[src/rtl/alu_pkg.sv]
// Shared definitions for the ALU operand-issue / result-capture stage:
// FSM encoding, ALU widths, flag bit positions and select codes.
package alu_pkg;

  localparam int ALU_W          = 8;
  localparam int ALU_FLAG_W     = 8;
  localparam int ALU_FLAG_CARRY = 0;

  localparam logic [1:0] ALU_SEL_ADD = 2'b00;
  localparam logic [1:0] ALU_SEL_SUB = 2'b01;
  localparam logic [1:0] ALU_SEL_AND = 2'b10;
  localparam logic [1:0] ALU_SEL_OR  = 2'b11;

  typedef enum logic [1:0] {
    ST_IDLE = 2'd0,
    ST_EXEC = 2'd1,
    ST_HOLD = 2'd2
  } state_t;

  // Carry-in chosen at accept: stored carry-out for chained multi-byte ops.
  function automatic logic carry_pick(input logic chain, input logic stored, input logic cin);
    return chain ? stored : cin;
  endfunction

endpackage

[src/rtl/alu_seq_if.sv]
// Command, ALU-side and result bundles for alu_seq.
// Optional ALU_SEQ_ACC_EN adds the cmd_acc accumulate request.
interface alu_seq_if
  import alu_pkg::*;
#(
  parameter int WIDTH = ALU_W,
  parameter int FLAGW = ALU_FLAG_W
) ();

  logic             cmd_valid;
  logic             cmd_ready;
  logic [WIDTH-1:0] cmd_a;
  logic [WIDTH-1:0] cmd_b;
  logic [1:0]       cmd_sel;
  logic             cmd_cin;
  logic             cmd_chain;
`ifdef ALU_SEQ_ACC_EN
  logic             cmd_acc;
`endif

  logic [WIDTH-1:0] alu_a;
  logic [WIDTH-1:0] alu_b;
  logic             alu_c;
  logic [1:0]       alu_sel;
  logic [WIDTH-1:0] alu_o;
  logic [FLAGW-1:0] alu_flag;

  logic             res_valid;
  logic             res_ready;
  logic [WIDTH-1:0] res_o;
  logic [FLAGW-1:0] res_flag;

  modport slave (
    input  cmd_valid, cmd_a, cmd_b, cmd_sel, cmd_cin, cmd_chain,
`ifdef ALU_SEQ_ACC_EN
    input  cmd_acc,
`endif
    input  alu_o, alu_flag, res_ready,
    output cmd_ready, alu_a, alu_b, alu_c, alu_sel,
    output res_valid, res_o, res_flag
  );

  modport master (
    output cmd_valid, cmd_a, cmd_b, cmd_sel, cmd_cin, cmd_chain,
`ifdef ALU_SEQ_ACC_EN
    output cmd_acc,
`endif
    output alu_o, alu_flag, res_ready,
    input  cmd_ready, alu_a, alu_b, alu_c, alu_sel,
    input  res_valid, res_o, res_flag
  );

endinterface

[src/rtl/alu_seq.sv]
// Operand-issue and result-capture stage around a combinational 8-bit ALU.
// Optional feature macro: ALU_SEQ_ACC_EN (cmd_acc feeds last result into alu_a).
module alu_seq
  import alu_pkg::*;
#(
  parameter int WIDTH = ALU_W,
  parameter int FLAGW = ALU_FLAG_W,
  parameter int CNTW  = 16
) (
  input  logic            clk,
  input  logic            rst_n,
  alu_seq_if.slave        bus,
  output logic [CNTW-1:0] op_count
);

  state_t           state_q, state_d;
  logic             cmd_ready_c;
  logic             res_valid_c;
  logic             accept;
  logic             deliver;

  logic [WIDTH-1:0] opa_d;
  logic [WIDTH-1:0] alu_a_q;
  logic [WIDTH-1:0] alu_b_q;
  logic             alu_c_q;
  logic [1:0]       alu_sel_q;
  logic             carry_q;
  logic [WIDTH-1:0] res_o_q;
  logic [FLAGW-1:0] res_flag_q;
  logic [CNTW-1:0]  count_q;

  always_ff @(posedge clk or negedge rst_n) begin
    if (!rst_n) state_q <= ST_IDLE;
    else        state_q <= state_d;
  end

  // Ready is held low while reset is asserted so no handshake can complete.
  always_comb begin
    state_d     = state_q;
    cmd_ready_c = 1'b0;
    res_valid_c = 1'b0;
    unique case (state_q)
      ST_IDLE: cmd_ready_c = rst_n;
      ST_HOLD: begin
        res_valid_c = 1'b1;
        cmd_ready_c = rst_n & bus.res_ready;
      end
      default: ;
    endcase
    accept  = bus.cmd_valid & cmd_ready_c;
    deliver = res_valid_c & bus.res_ready;
    unique case (state_q)
      ST_IDLE: if (accept) state_d = ST_EXEC;
      ST_EXEC: state_d = ST_HOLD;
      ST_HOLD: if (bus.res_ready) state_d = accept ? ST_EXEC : ST_IDLE;
      default: state_d = ST_IDLE;
    endcase
  end

`ifdef ALU_SEQ_ACC_EN
  assign opa_d = bus.cmd_acc ? res_o_q : bus.cmd_a;
`else
  assign opa_d = bus.cmd_a;
`endif

  // Issue stage: operands held on the ALU inputs from accept to next accept.
  always_ff @(posedge clk or negedge rst_n) begin
    if (!rst_n) begin
      alu_a_q   <= '0;
      alu_b_q   <= '0;
      alu_c_q   <= 1'b0;
      alu_sel_q <= '0;
    end else if (accept) begin
      alu_a_q   <= opa_d;
      alu_b_q   <= bus.cmd_b;
      alu_c_q   <= carry_pick(bus.cmd_chain, carry_q, bus.cmd_cin);
      alu_sel_q <= bus.cmd_sel;
    end
  end

  // Capture stage: ALU has settled by the end of the single EXEC cycle.
  always_ff @(posedge clk or negedge rst_n) begin
    if (!rst_n) begin
      res_o_q    <= '0;
      res_flag_q <= '0;
      carry_q    <= 1'b0;
    end else if (state_q == ST_EXEC) begin
      res_o_q    <= bus.alu_o;
      res_flag_q <= bus.alu_flag;
      carry_q    <= bus.alu_flag[ALU_FLAG_CARRY];
    end
  end

  always_ff @(posedge clk or negedge rst_n) begin
    if (!rst_n)       count_q <= '0;
    else if (deliver) count_q <= count_q + 1'b1;
  end

  assign bus.cmd_ready = cmd_ready_c;
  assign bus.alu_a     = alu_a_q;
  assign bus.alu_b     = alu_b_q;
  assign bus.alu_c     = alu_c_q;
  assign bus.alu_sel   = alu_sel_q;
  assign bus.res_valid = res_valid_c;
  assign bus.res_o     = res_o_q;
  assign bus.res_flag  = res_flag_q;
  assign op_count      = count_q;

endmodule

[src/flat_wrapper.sv]
// flat-port wrapper written by rule: the top's interface ports become plain ports
module alu_seq_flat import alu_pkg::*;
#(
  parameter int WIDTH = ALU_W,
  parameter int FLAGW = ALU_FLAG_W,
  parameter int CNTW  = 16
)
  (clk, rst_n, op_count, bus_cmd_valid, bus_cmd_a, bus_cmd_b, bus_cmd_sel, bus_cmd_cin, bus_cmd_chain, bus_alu_o, bus_alu_flag, bus_res_ready, bus_cmd_ready, bus_alu_a, bus_alu_b, bus_alu_c, bus_alu_sel, bus_res_valid, bus_res_o, bus_res_flag);
  alu_seq_if #(.WIDTH(WIDTH), .FLAGW(FLAGW)) bus_i ();
  input  logic clk;
  input  logic rst_n;
  output logic [CNTW-1:0] op_count;
  input wire logic [$bits(bus_i.cmd_valid)-1:0] bus_cmd_valid;
  input wire logic [$bits(bus_i.cmd_a)-1:0] bus_cmd_a;
  input wire logic [$bits(bus_i.cmd_b)-1:0] bus_cmd_b;
  input wire logic [$bits(bus_i.cmd_sel)-1:0] bus_cmd_sel;
  input wire logic [$bits(bus_i.cmd_cin)-1:0] bus_cmd_cin;
  input wire logic [$bits(bus_i.cmd_chain)-1:0] bus_cmd_chain;
  input wire logic [$bits(bus_i.alu_o)-1:0] bus_alu_o;
  input wire logic [$bits(bus_i.alu_flag)-1:0] bus_alu_flag;
  input wire logic [$bits(bus_i.res_ready)-1:0] bus_res_ready;
  output wire logic [$bits(bus_i.cmd_ready)-1:0] bus_cmd_ready;
  output wire logic [$bits(bus_i.alu_a)-1:0] bus_alu_a;
  output wire logic [$bits(bus_i.alu_b)-1:0] bus_alu_b;
  output wire logic [$bits(bus_i.alu_c)-1:0] bus_alu_c;
  output wire logic [$bits(bus_i.alu_sel)-1:0] bus_alu_sel;
  output wire logic [$bits(bus_i.res_valid)-1:0] bus_res_valid;
  output wire logic [$bits(bus_i.res_o)-1:0] bus_res_o;
  output wire logic [$bits(bus_i.res_flag)-1:0] bus_res_flag;
  assign bus_i.cmd_valid = bus_cmd_valid;
  assign bus_i.cmd_a = bus_cmd_a;
  assign bus_i.cmd_b = bus_cmd_b;
  assign bus_i.cmd_sel = bus_cmd_sel;
  assign bus_i.cmd_cin = bus_cmd_cin;
  assign bus_i.cmd_chain = bus_cmd_chain;
  assign bus_i.alu_o = bus_alu_o;
  assign bus_i.alu_flag = bus_alu_flag;
  assign bus_i.res_ready = bus_res_ready;
  assign bus_cmd_ready = bus_i.cmd_ready;
  assign bus_alu_a = bus_i.alu_a;
  assign bus_alu_b = bus_i.alu_b;
  assign bus_alu_c = bus_i.alu_c;
  assign bus_alu_sel = bus_i.alu_sel;
  assign bus_res_valid = bus_i.res_valid;
  assign bus_res_o = bus_i.res_o;
  assign bus_res_flag = bus_i.res_flag;
  alu_seq #(.WIDTH(WIDTH), .FLAGW(FLAGW), .CNTW(CNTW)) u_core (.clk(clk), .rst_n(rst_n), .bus(bus_i), .op_count(op_count));
endmodule
[config.mk]
export PLATFORM = sky130hd
export DESIGN_NAME = alu_seq_flat
export DESIGN_NICKNAME = d
export VERILOG_FILES = /design/src/rtl/alu_pkg.sv /design/src/rtl/alu_seq_if.sv /design/src/rtl/alu_seq.sv /design/src/flat_wrapper.sv
export SDC_FILE = /design/constraint.sdc
export NUM_CORES = 1
export LEC_CHECK = 0
export ABC_AREA = 1
export CAP_MARGIN = 40
export CORE_MARGIN = 2
export CORE_UTILIZATION = 38
export CTS_BUF_LIST = sky130_fd_sc_hd__clkbuf_16
export DETAILED_ROUTE_END_ITERATION = 10
export GPL_ROUTABILITY_DRIVEN = 0
export PLACE_DENSITY_LB_ADDON = 0.2
export SLEW_MARGIN = 20
export SYNTH_ARGS = -nofsm -noshare
export SYNTH_HDL_FRONTEND = slang
export SYNTH_SLANG_ARGS = --single-unit
export TNS_END_PERCENT = 100
[constraint.sdc]
create_clock -name clk -period 1.26 [get_ports clk]
set_clock_uncertainty 0.05 [all_clocks]
set_input_delay 0.252 -clock clk [delete_from_list [all_inputs] [get_ports clk]]
set_output_delay 0.252 -clock clk [all_outputs]
set_load 0.01 [all_outputs]
Word level (Yosys, flattened, before mapping)

Index checks and enable logic that the tools add are counted.

Mux-type cells: 7
Add/sub/neg operators: 1
Equality and inequality tests: 4
Reduce and logical (&&, ||, !) cells: 2
Divide/modulo/power cells: 0
Order comparisons: 0
Bitwise gates (word level): 3
Shift operators: 0
Multiply operators: 0

Operators with widths:

| kind                                                   | number |
|---|---|
| adder 16 x 1 -> 16 bit (second input constant)         | 1 |
| case mux 2 bit (3 select lines)                        | 1 |
| two-way mux 2 bit                                      | 2 |
| AND 1 bit                                              | 3 |
| two-way mux 1 bit                                      | 3 |
| == test 2 x 1 -> 1 bit (second input constant)         | 1 |
| == test 2 bit (second input constant)                  | 1 |
| logical NOT 2 bit                                      | 1 |
| inequality test 2 x 1 -> 1 bit (second input constant) | 1 |
| inequality test 2 bit (second input constant)          | 1 |
| case mux 1 bit (2 select lines)                        | 1 |
| AND reduction 2 bit                                    | 1 |

Bits in latches: 0
Register bits: 54
Memory bits (read-only): 0
Output and inout bits: 53
RAM bits: 0
Logic and storage cells: 26
Input port bits: 40
Memories kept: 0

Logic depth before layout (Yosys ltp)

Gate-level depths: netlist of the first run.

Depth in word-level cells: 6
Mapped depth: 8
Gate-level depth less buffers: 8

Worst setup path before layout of the first run

Ideal clock, no wire load.

Path kind: reg2reg
Start point: register u_core.count_q[0] (netlist: u_core.op_count[0])
End point: register u_core.count_q[8] (netlist: u_core.op_count[8])
Setup slack: -106 ps
Library setup time: 118 ps
Path buffers: 0
Clock period less this slack: 1366 ps
Data required time: 1092 ps
Arrival time: 1198 ps
Cell stages (with the launch flop): 7
Path through: dfrtp_1 ha_1 nand3_1 nor2_2 nand2_1 xor2_1 inv_1

Longest elaborated chain between the ends: 1

Ends and longest elaborated chain:

| item                     | line          | text |
|---|---|---|
| start: declaration       | alu_seq.sv:30 | `logic [CNTW-1:0] count_q;` |
| start signal: assignment | alu_seq.sv:96 | `else if (deliver) count_q <= count_q + 1'b1;` |
| adder 16 x 1 -> 16 bit   | alu_seq.sv:96 |  |

Every way passes these cells.
A chain may end at the register's enable or synchronous reset.

Worst setup path in the final report of the first run

Start point: register u_core.state_q[0]
End point: register u_core.res_o_q[2] (netlist: u_core.bus.res_o[2])

Longest elaborated chain between the ends: 1

Ends and longest elaborated chain:

| item                     | line          | text |
|---|---|---|
| start: declaration       | alu_seq.sv:16 | `state_t state_q, state_d;` |
| start signal: assignment | alu_seq.sv:34 | `else state_q <= state_d;` |
| == test 2 x 1 -> 1 bit   | alu_seq.sv:87 | `end else if (state_q == ST_EXEC) begin` |
| end signal: assignment   | alu_seq.sv:88 | `res_o_q <= bus.alu_o;` |
| end: declaration         | alu_seq.sv:28 | `logic [WIDTH-1:0] res_o_q;` |

Every way passes these cells.

==> results.tsv, run 1 <==
stage	metric	value	unit
critical_path	start_kind	flip-flop	
finish	fillers	485	
global_route	grt_pass1_vias	1995	
critical_path	crit_type	reg2reg	
synth	synth_top_area_cell	dfrtp_1	
timing	finalHoldViolCount	0	
drt	wl_per_cell	13.6	um
pwr	leakage	0.00194	uW
timing	worstMarginPinSlew	0.662	ns
finish	fin_util	0.681	
synth	synth.area.mux_share	0.0996	
synth	avgSynthCellArea	10.1	um^2
placed_design	hpwl	4.05	mm
synth	synth_area_leaders	dfrtp_1 (59%), nand2_1 (15%), mux2_4 (6.0%)	
critical_path	cp_data_arrival_time	1.55	ns
critical_path	cp.required	1.38	ns
synth	synth-simple-area-share	0.214	
die	core	5820	um^2
synth	yosysUniqueCellTypes	23	
synth	ys_ff_latch	53	
critical_path	timing.critical_path.fanout_max	5	
drt	drc_errors	0	
finish	area_delta_synth_final	76.0	%
synth	synth_top_family_by_area	simple AND/OR/NAND/NOR gates	
clocking	cts_htree_levels	2	
drt	dr.pass1.iters	4	
clocking	clk_latency	0.29	ns
global_route	grt_use_total	0.183	
pwr	intPower	4060	uW
global_route	grt_max_degree	54	
critical_path	rr_endpoint	u_core.bus.res_o[2]	
timing	setup_violations	31	
die	start_util	0.387	
clocking	clk_pin_slew	0.07	ns
finish	fin_nets	401	
pwr	pwr_density_cell	1420	nW/um^2
pwr	peakVddDrop	0.756	mV
flow_run	cap_violations	0	
pwr	p_sw	1580	uW
timing	rsz0062_at_grt	yes	
drt	wl	5.93	mm
synth	synth_cells	222	
synth	synthXorXnorAreaFrac	0.0389	
pwr	power.share.combinational	0.326	
clocking	cts_tree	yes	
timing	period_share	1.13	
synth	synthAdderAreaFrac	0.00556	
clocking	clock-sinks	53	
die	ioPinCount	93	
synth	synth_compound_area_frac	0.00445	
timing	maxSlewHeadroom	0.559	
clocking	cts_root_buf	clkbuf_16	
pwr	seq_power_share	0.403	
critical_path	setup.worst_path.end_class	flip-flop	
clocking	clockBufferDepth	2	
drt	vias	1977	
global_route	antenna_found_initial	0	
outcome	violations	setup timing	
synth	syn_nets	263	
clocking	cts_made_buffers	5	
synth	yosysWarnings	0	
pwr	clkPwrFrac	0.272	
timing	fin_crit	1.43	ns
timing	fmax	699	MHz
finish	final_area	3960	um^2
synth	synth_top_cell_area_share	0.590	
hold_path	hp-class	in2async	
critical_path	ff2ff_path_depth	5	
die	num_rows	28	
placed_design	port-buffer-count	92	
global_route	grt_pass1_wl	9.15	mm
drt	drtAntennaViolNets	0	
synth	yosysSeqAreaShare	0.590	
drt	vias_per_cell	4.53	
outcome	status	finished, violations left	
timing	drv_slew	0	
clocking	hold_buffers	0	
drt	initialDrtViolationCount	33	
critical_path	reg2reg_slack	-0.17	ns
die	dieHeight	80.9	um
finish	final_layout_size_suffix_gt1_frac	0.299	
die	die_x	80.9	um
die	die_area	6550	um^2
placed_design	place_area	3480	um^2
finish	diodes	0	
timing	final.setup.worst_slack	-0.170	ns
synth	syn-cell-area	2250	um^2
pwr	p_sw_frac	0.281	
critical_path	reg2reg_from	u_core.state_q[0]	
global_route	grt.overflow.total	0	
## flip-flops by register name, summed over array words and instances (netlist names)
| signal | cells |
|---|---|
| u_core.bus.alu_c | 1 |
| u_core.bus.res_flag | 8 |
| u_core.bus.alu_a | 8 |
| u_core.state_q | 2 |
| u_core.bus.res_o | 8 |
| u_core.bus.alu_sel | 2 |
| u_core.bus.alu_b | 8 |
| u_core.op_count | 16 |
## critical path: stages (launching register included)
cell and delay [ns]:
dfrtp_1 0.36, inv_2 0.06, buf_6 0.12, or2_4 0.27, clkbuf_16 0.17, mux2_4 0.29
## Yosys cell counts (all sizes together)
| library cell | number |
|---|---|
| nand2 | 88 |
| dfrtp | 53 |
| inv | 16 |
| mux2 | 16 |
| nor2 | 11 |
| nand3 | 8 |
| buf | 6 |
| xnor2 | 5 |
| xor2 | 5 |
| nand4 | 4 |
| nor3 | 3 |
| o21ai | 2 |
| and3 | 1 |
| ha | 1 |
| mux2i | 1 |
| nand3b | 1 |
| or2 | 1 |
## worst max path at each step
stage / startpoint / endpoint
4_1_cts: u_core.state_q[1] / u_core.bus.res_o[4]
6_report: u_core.state_q[0] / u_core.bus.res_o[2]
2_1_floorplan: u_core.state_q[1] / u_core.bus.res_flag[0]
5_1_grt: u_core.op_count[0] / u_core.op_count[13]
3_5_place_dp: bus_res_ready / bus_cmd_ready
3_3_place_gp: bus_res_ready / bus_cmd_ready
## timing repair
item	CTS	global route
gates resized for setup	133	43
setup buffers	11	7
cloned	1	1
setup endpoints to repair	101	72
pin swaps	18	17
## final cells by class
| cell class | instances | area (um^2) | area share |
|---|---|---|---|
| clock buffers | 5 | 125 | 0.0316 |
| well taps | 75 | 93.8 | 0.0237 |
| repair buffers | 137 | 1340 | 0.337 |
| flip-flops and latches | 53 | 1330 | 0.335 |
| inverters | 16 | 65.1 | 0.0164 |
| multi-input cells | 147 | 971 | 0.245 |
| clock inverters | 3 | 41.3 | 0.0104 |
## cells by family after synthesis
kind of cell,count (synthesis)
adders and majority gates,1
muxes,17
DFF,53
buffers and inverters,22
xor gates and xnor gates,10
AOI/OAI and AO/OA,2
and+or+nand+nor,117
## through the flow
| stage | setup slack [ns] | power (uW) | instances | hold slack, ns | setup TNS (ns) |
|---|---|---|---|---|---|
| 6_report | -0.170 | 5640 | 436 | 0.0640 | -3.38 |
| 5_1_grt | -0.201 | 5930 | 436 | 0.153 | -4.87 |
| 4_1_cts | -0.147 | 5590 | 431 | 0.101 | -2.67 |
| 3_5_place_dp | -0.578 | 3980 | 411 | 0.409 | -16.07 |
| 3_3_place_gp | -0.570 | 3930 | 411 | 0.404 | -15.24 |
| 2_1_floorplan | -0.0775 | 2900 | 222 | -0.0936 | -0.726 |
## cells in the final DEF (no fill, tap or decap), types with 2 or more instances in the layout
cell / netlist / final
dfrtp_1: 53 / 52
nor2_4: 0 / 6
nand2_2: 0 / 6
nand3_4: 0 / 3
nand2_1: 88 / 80
clkdlybuf4s50_1: 0 / 37
inv_2: 2 / 3
buf_2: 2 / 6
nand4_1: 4 / 4
nor2_1: 9 / 4
inv_1: 14 / 12
mux2_2: 7 / 7
buf_12: 0 / 3
xnor2_1: 5 / 5
nand3_2: 1 / 2
xor2_1: 5 / 5
buf_6: 2 / 14
clkdlybuf4s15_1: 0 / 43
nand3_1: 7 / 3
nor3_1: 3 / 2
buf_4: 2 / 28
mux2_4: 9 / 9
clkbuf_2: 0 / 3
clkbuf_16: 0 / 6
## power by group through the flow
stage / clock, uW / combinational (uW) / sequential (uW)
CTS: 1550 / 1770 / 2270
floorplan: 0 / 471 / 2430
global placement: 0 / 1670 / 2260
finish: 1530 / 1840 / 2270
global route: 1620 / 1990 / 2310
detailed placement: 0 / 1710 / 2280
## metal layers
metal / share of wire / track usage / wire length [um] / vias up
li1: - / - / - / 974
met1: 0.41 / 0.207 / 2410 / 949
met2: 0.54 / 0.338 / 3180 / 48
met3: 0.045 / 0.0433 / 267 / 6
met4: 0.012 / 0.0576 / 70 / 0
met5: 0 / 0 / 0 / -
Note: power is estimated with default switching activity, not from simulation.
==> run 2: changes to the inputs <==
CORE_MARGIN = 1.5   (was 2)
==> results.tsv, run 2 (same netlist as run 1, synthesis figures left out) <==
stage	metric	value	unit
die	start_util	0.401	
drt	wl	5.67	mm
critical_path	crit_type	reg2reg	
timing	fin_crit	1.43	ns
drt	vias	1943	
global_route	antenna_found_initial	0	
placed_design	port-buffer-count	92	
die	core	5610	um^2
clocking	clk_latency	0.29	ns
timing	period_share	1.14	
finish	seqCellArea	1330	um^2
timing	setup_violations	31	
global_route	grt_max_degree	54	
pwr	peakVddDrop	0.722	mV
finish	final_layout_size_suffix_gt1_frac	0.286	
clocking	hold_buffers	0	
clocking	clockBufferDepth	2	
pwr	leakage	0.00193	uW
finish	final_cell_mix	nand2_1 (80), dfrtp_1 (53), clkdlybuf4s15_1 (43)	
clocking	cts_htree_levels	2	
drt	drc_errors	0	
timing	timing.hold.ws	0.0798	ns
finish	fillers	449	
pwr	total_power	5300	uW
critical_path	cp_data_arrival_time	1.55	ns
global_route	grt.overflow.total	0	
drt	vias_per_cell	4.50	
drt	wl_per_cell	13.1	um
outcome	status	finished, violations left	
outcome	violations	setup timing	
drt	initialDrtViolationCount	74	
finish	diodes	0	
finish	fin_util	0.689	
finish	layout_commonest_cell	nand2_1	
timing	finalHoldViolCount	0	
clocking	cts_root_buf	clkbuf_16	
clocking	clk_pin_slew	0.07	ns
global_route	grt_pass1_wl	9.10	mm
finish	largest_register_ffs	16	
clocking	cts_tree	yes	
global_route	grt_pass1_vias	1887	
placed_design	hpwl	3.83	mm
hold_path	hp-class	in2async	
die	num_rows	27	
placed_design	place_area	3470	um^2
die	dieHeight	79.9	um
finish	area_delta_synth_final	71.8	%
timing	rsz0062_at_grt	yes	
die	die_x	79.9	um
flow_run	cap_violations	0	
critical_path	timing.critical_path.fanout_max	8	
timing	maxSlewHeadroom	0.559	
die	ioPinCount	93	
timing	final.setup.worst_slack	-0.171	ns
pwr	pwr_density_cell	1370	nW/um^2
drt	dr.pass1.iters	4	
finish	multi_input_comb_area	942	um^2
critical_path	setup.worst_path.end_class	flip-flop	
die	die_area	6390	um^2
clocking	cts_made_buffers	5	
drt	drtAntennaViolNets	0	
clocking	clock-sinks	53	
critical_path	cp.required	1.38	ns
finish	fin_nets	400	
finish	final_area	3860	um^2
global_route	grt_use_total	0.185	
timing	drv_slew	0	
critical_path	start_kind	flip-flop	
timing	fmax	699	MHz
timing	worstMarginPinSlew	0.662	ns
-- run 2: changes by cell type in the layout (fill, tap and decap cells not counted), moves of 2 or more --
cell	before	now
buf_6	14	7
buf_4	28	34
buf_2	6	3
dlygate4sd2_1	1	3
nand3_4	3	1
nor2_2	1	3
nor2_4	6	4
-- run 2: what timing repair did --
action / 4_1_cts / 5_1_grt
pin swaps: 2 / 13
endpoints found under the hold margin: 0 / 0
gates resized for setup: 106 / 45
buffers inserted: 10 / 3
endpoints found under the setup margin: 101 / 68
gates cloned: 1 / 1
-- run 2: through the flow --
stage | instances | setup slack, ns | TNS [ns]
after floorplan | 222 | -0.0775 | -0.726
after global placement | 409 | -0.572 | -15.42
after detailed placement | 409 | -0.580 | -15.87
after CTS | 428 | -0.173 | -4.26
after global routing | 432 | -0.203 | -5.07
final | 432 | -0.171 | -3.26
-- run 2: worst paths after layout --
check	from	end	slack (ns)	depth (start not counted)
max	u_core.state_q[1]	u_core.bus.res_flag[1]	-0.17	4
min	rst_n	u_core.bus.res_o[0]	0.08	2
max reg2reg	u_core.state_q[1]	u_core.bus.res_flag[1]	-0.17	4
min reg2reg	u_core.bus.alu_b[7]	u_core.bus.alu_b[7]	0.43	2
max in group asynchronous	rst_n	u_core.bus.alu_b[4]	0.64	2
min in group clk	bus_res_ready	u_core.state_q[1]	0.24	4
-- run 2: area by class of cell --
class,count,share of cell area
inverter,16,0.0162
clock inverter,3,0.00453
multi-input combinational,147,0.244
timing repair buffer,136,0.337
sequential,53,0.343
clock buffer,5,0.0324
tap,72,0.0233
-- run 2: power by group --
| part | total [uW] | leakage [uW] | internal (uW) | switching, uW |
|---|---|---|---|---|
| clock network | 1330 | 0.0000712 | 730 | 601 |
| logic | 1710 | 0.00120 | 1010 | 696 |
| registers | 2260 | 0.000656 | 2040 | 223 |
-- run 2: routing by layer --
layer | vias up | wire (um) | GRT usage
met2 | 65 | 2750 | 0.303
met4 | 0 | 49 | 0.0414
met5 | - | 0 | 0
met1 | 903 | 2500 | 0.239
met3 | 7 | 372 | 0.0560
li1 | 968 | - | -
-- run 2: worst max-delay path, cell delays in order, from the launching register on --
cell and delay, ns:
dfrtp_1 0.39, buf_6 0.13, or2_4 0.29, buf_12 0.16, mux2_4 0.29
==> run 3: changes to the inputs <==
ABC_AREA = unset   (was 1)
==> results.tsv, run 3 <==
stage	metric	value	unit
outcome	status	finished, violations left	
outcome	violations	setup timing	
critical_path	cp_data_arrival_time	1.66	ns
critical_path	critPathTopFamily	buffers and inverters	
synth	ys_ff_latch	53	
drt	drtAntennaViolNets	0	
drt	initialDrtViolationCount	32	
timing	final.setup.worst_slack	-0.283	ns
critical_path	worst-path-buf-inv	4	
finish	largest_register_ffs	16	
synth	synth_area_leaders	dfrtp_1 (62%), mux2_2 (19%), xnor2_1 (4.1%)	
placed_design	port-buffer-count	92	
global_route	grt.overflow.total	0	
global_route	grt_pass1_vias	1655	
global_route	antenna_found_initial	0	
synth	synth_top_area_cell	dfrtp_1	
critical_path	reg2reg_from	u_core.state_q[0]	
clocking	cts_htree_levels	2	
clocking	clk_pin_slew	0.07	ns
finish	final_area	3830	um^2
timing	worstMarginPinSlew	0.666	ns
synth	synth_top_cell_area_share	0.621	
placed_design	hpwl	3.40	mm
die	die_area	6080	um^2
drt	wl_per_cell	14.9	um
finish	final_layout_size_suffix_gt1_frac	0.430	
drt	wl	5.31	mm
die	num_rows	27	
synth	syn_nets	185	
synth	yosysWarnings	0	
critical_path	path_depth	6	
drt	vias	1636	
synth	synth_most_common_cell	dfrtp_1	
timing	finalSetupTns	-9.86	ns
finish	diodes	0	
flow_run	cap_violations	0	
finish	fin_nets	324	
critical_path	crit_type	reg2reg	
pwr	p_sw_frac	0.256	
critical_path	ff2ff_path_depth	6	
synth	avgSynthCellArea	14.8	um^2
finish	area_delta_synth_final	79.1	%
drt	vias_per_cell	4.60	
placed_design	place_area	3360	um^2
synth	syn-cell-area	2140	um^2
pwr	power.share.combinational	0.320	
critical_path	setup.worst_path.end_class	flip-flop	
placed_design	post-place-cells	333	
hold_path	hp-class	in2async	
clocking	hold_buffers	0	
synth	synth_flop_cell	dfrtp_1	
die	ioPinCount	93	
critical_path	crit_top_cell	buf_4	
finish	final_cell_mix	dfrtp_1 (52), clkdlybuf4s50_1 (37), clkdlybuf4s15_1 (33)	
timing	rsz0062_at_grt	yes	
timing	fmax	648	MHz
timing	period_share	1.22	
timing	drv_slew	0	
synth	async_reset_ff_frac	1.00	
synth	synth_common_cells	dfrtp_1 (53), mux2_2 (37), xnor2_1 (10)	
pwr	intPower	4370	uW
finish	fin_cells	356	
global_route	grt_max_degree	54	
drt	dr.pass1.iters	4	
synth	yosysSeqAreaShare	0.621	
clocking	clock-sinks	53	
synth	yosysUniqueCellTypes	26	
pwr	clkPwrFrac	0.293	
critical_path	rr_endpoint	u_core.bus.res_o[6]	
timing	setup_violations	51	
timing	maxSlewHeadroom	0.556	
synth	synth-edff-count	0	
critical_path	path_cells	buf_4, buf_4, nand2b_4, buf_6, buf_16, mux2_2	
pwr	peakVddDrop	0.994	mV
critical_path	reg2reg_slack	-0.28	ns
die	dieHeight	78.0	um
timing	fin_crit	1.54	ns
finish	layout_commonest_cell	dfrtp_1	
critical_path	cp.required	1.38	ns
critical_path	timing.critical_path.fanout_max	4	
pwr	seq_power_share	0.387	
pwr	p_sw	1500	uW
synth	synth_cells	144	
critical_path	slowest_delay	0.42	ns
finish	fillers	399	
clocking	cts_root_buf	clkbuf_16	
critical_path	start_kind	flip-flop	
critical_path	slowest_stage	dfrtp_1	
die	start_util	0.390	
die	die_x	78.0	um
die	core	5470	um^2
global_route	grt_use_total	0.170	
finish	fin_util	0.699	
pwr	pwr_density_cell	1530	nW/um^2
clocking	clk_latency	0.28	ns
clocking	cts_made_buffers	5	
pwr	leakage	0.00178	uW
global_route	grt_pass1_wl	8.05	mm
clocking	cts_tree	yes	
drt	drc_errors	0	
timing	finalHoldViolCount	0	
clocking	clockBufferDepth	2	
==> run 3: repair_timing <==
action	4_1_cts	5_1_grt
gates resized for setup	127	47
endpoints found under the setup margin	102	86
buffers inserted	10	12
pin swaps	9	5
cloned	2	0
==> run 3: final cells by class <==
cell class,instances,area (um^2),area share
repair buffers,137,1350,0.352
flip-flops and latches,53,1330,0.347
multi-input cells,81,855,0.223
clock buffers,5,125,0.0327
well taps,72,90.1,0.0235
clock inverters,3,65.1,0.0170
inverters,5,18.8,0.00490
==> run 3: kinds of logic after synthesis <==
family / synth area share
xor gates and xnor gates: 0.0615
buffers and inverters: 0.0217
adders and majority gates: 0.00585
and+or+nand+nor: 0.0931
DFF: 0.621
AOI/OAI and AO/OA: 0.00234
muxes: 0.195
==> run 3: how the worst max path moves through the flow <==
stage | start | to | slack (ns)
after floorplan | u_core.op_count[4] | u_core.op_count[15] | -0.31
after global placement | bus_res_ready | u_core.op_count[15] | -0.66
after detailed placement | bus_res_ready | u_core.op_count[15] | -0.69
after CTS | u_core.op_count[0] | u_core.op_count[10] | -0.26
after global routing | u_core.op_count[0] | u_core.op_count[10] | -0.39
final | u_core.state_q[0] | u_core.bus.res_o[6] | -0.28
==> run 3: through the flow <==
stage	setup WS, ns	hold slack, ns	power, uW
6_report	-0.283	0.0795	5870
5_1_grt	-0.390	0.144	6130
4_1_cts	-0.262	0.0826	5670
3_5_place_dp	-0.693	0.387	4060
3_3_place_gp	-0.655	0.388	4030
2_1_floorplan	-0.310	-0.0936	2940
==> run 3: power groups by stage <==
stage | logic [uW] | clock network [uW] | registers [uW]
CTS | 1670 | 1750 | 2250
floorplan | 459 | 0 | 2480
global route | 1990 | 1830 | 2310
global placement | 1760 | 0 | 2270
detailed placement | 1770 | 0 | 2290
finish | 1880 | 1720 | 2270
==> run 3: routing by layer <==
layer | part of all wire | vias to the layer above | GRT usage | wire, um
met1 | 0.44 | 804 | 0.207 | 2330
met4 | 0.0079 | 0 | 0.0429 | 42
li1 | - | 769 | - | -
met2 | 0.49 | 58 | 0.297 | 2580
met3 | 0.068 | 5 | 0.0494 | 360
met5 | 0 | - | 0 | 0
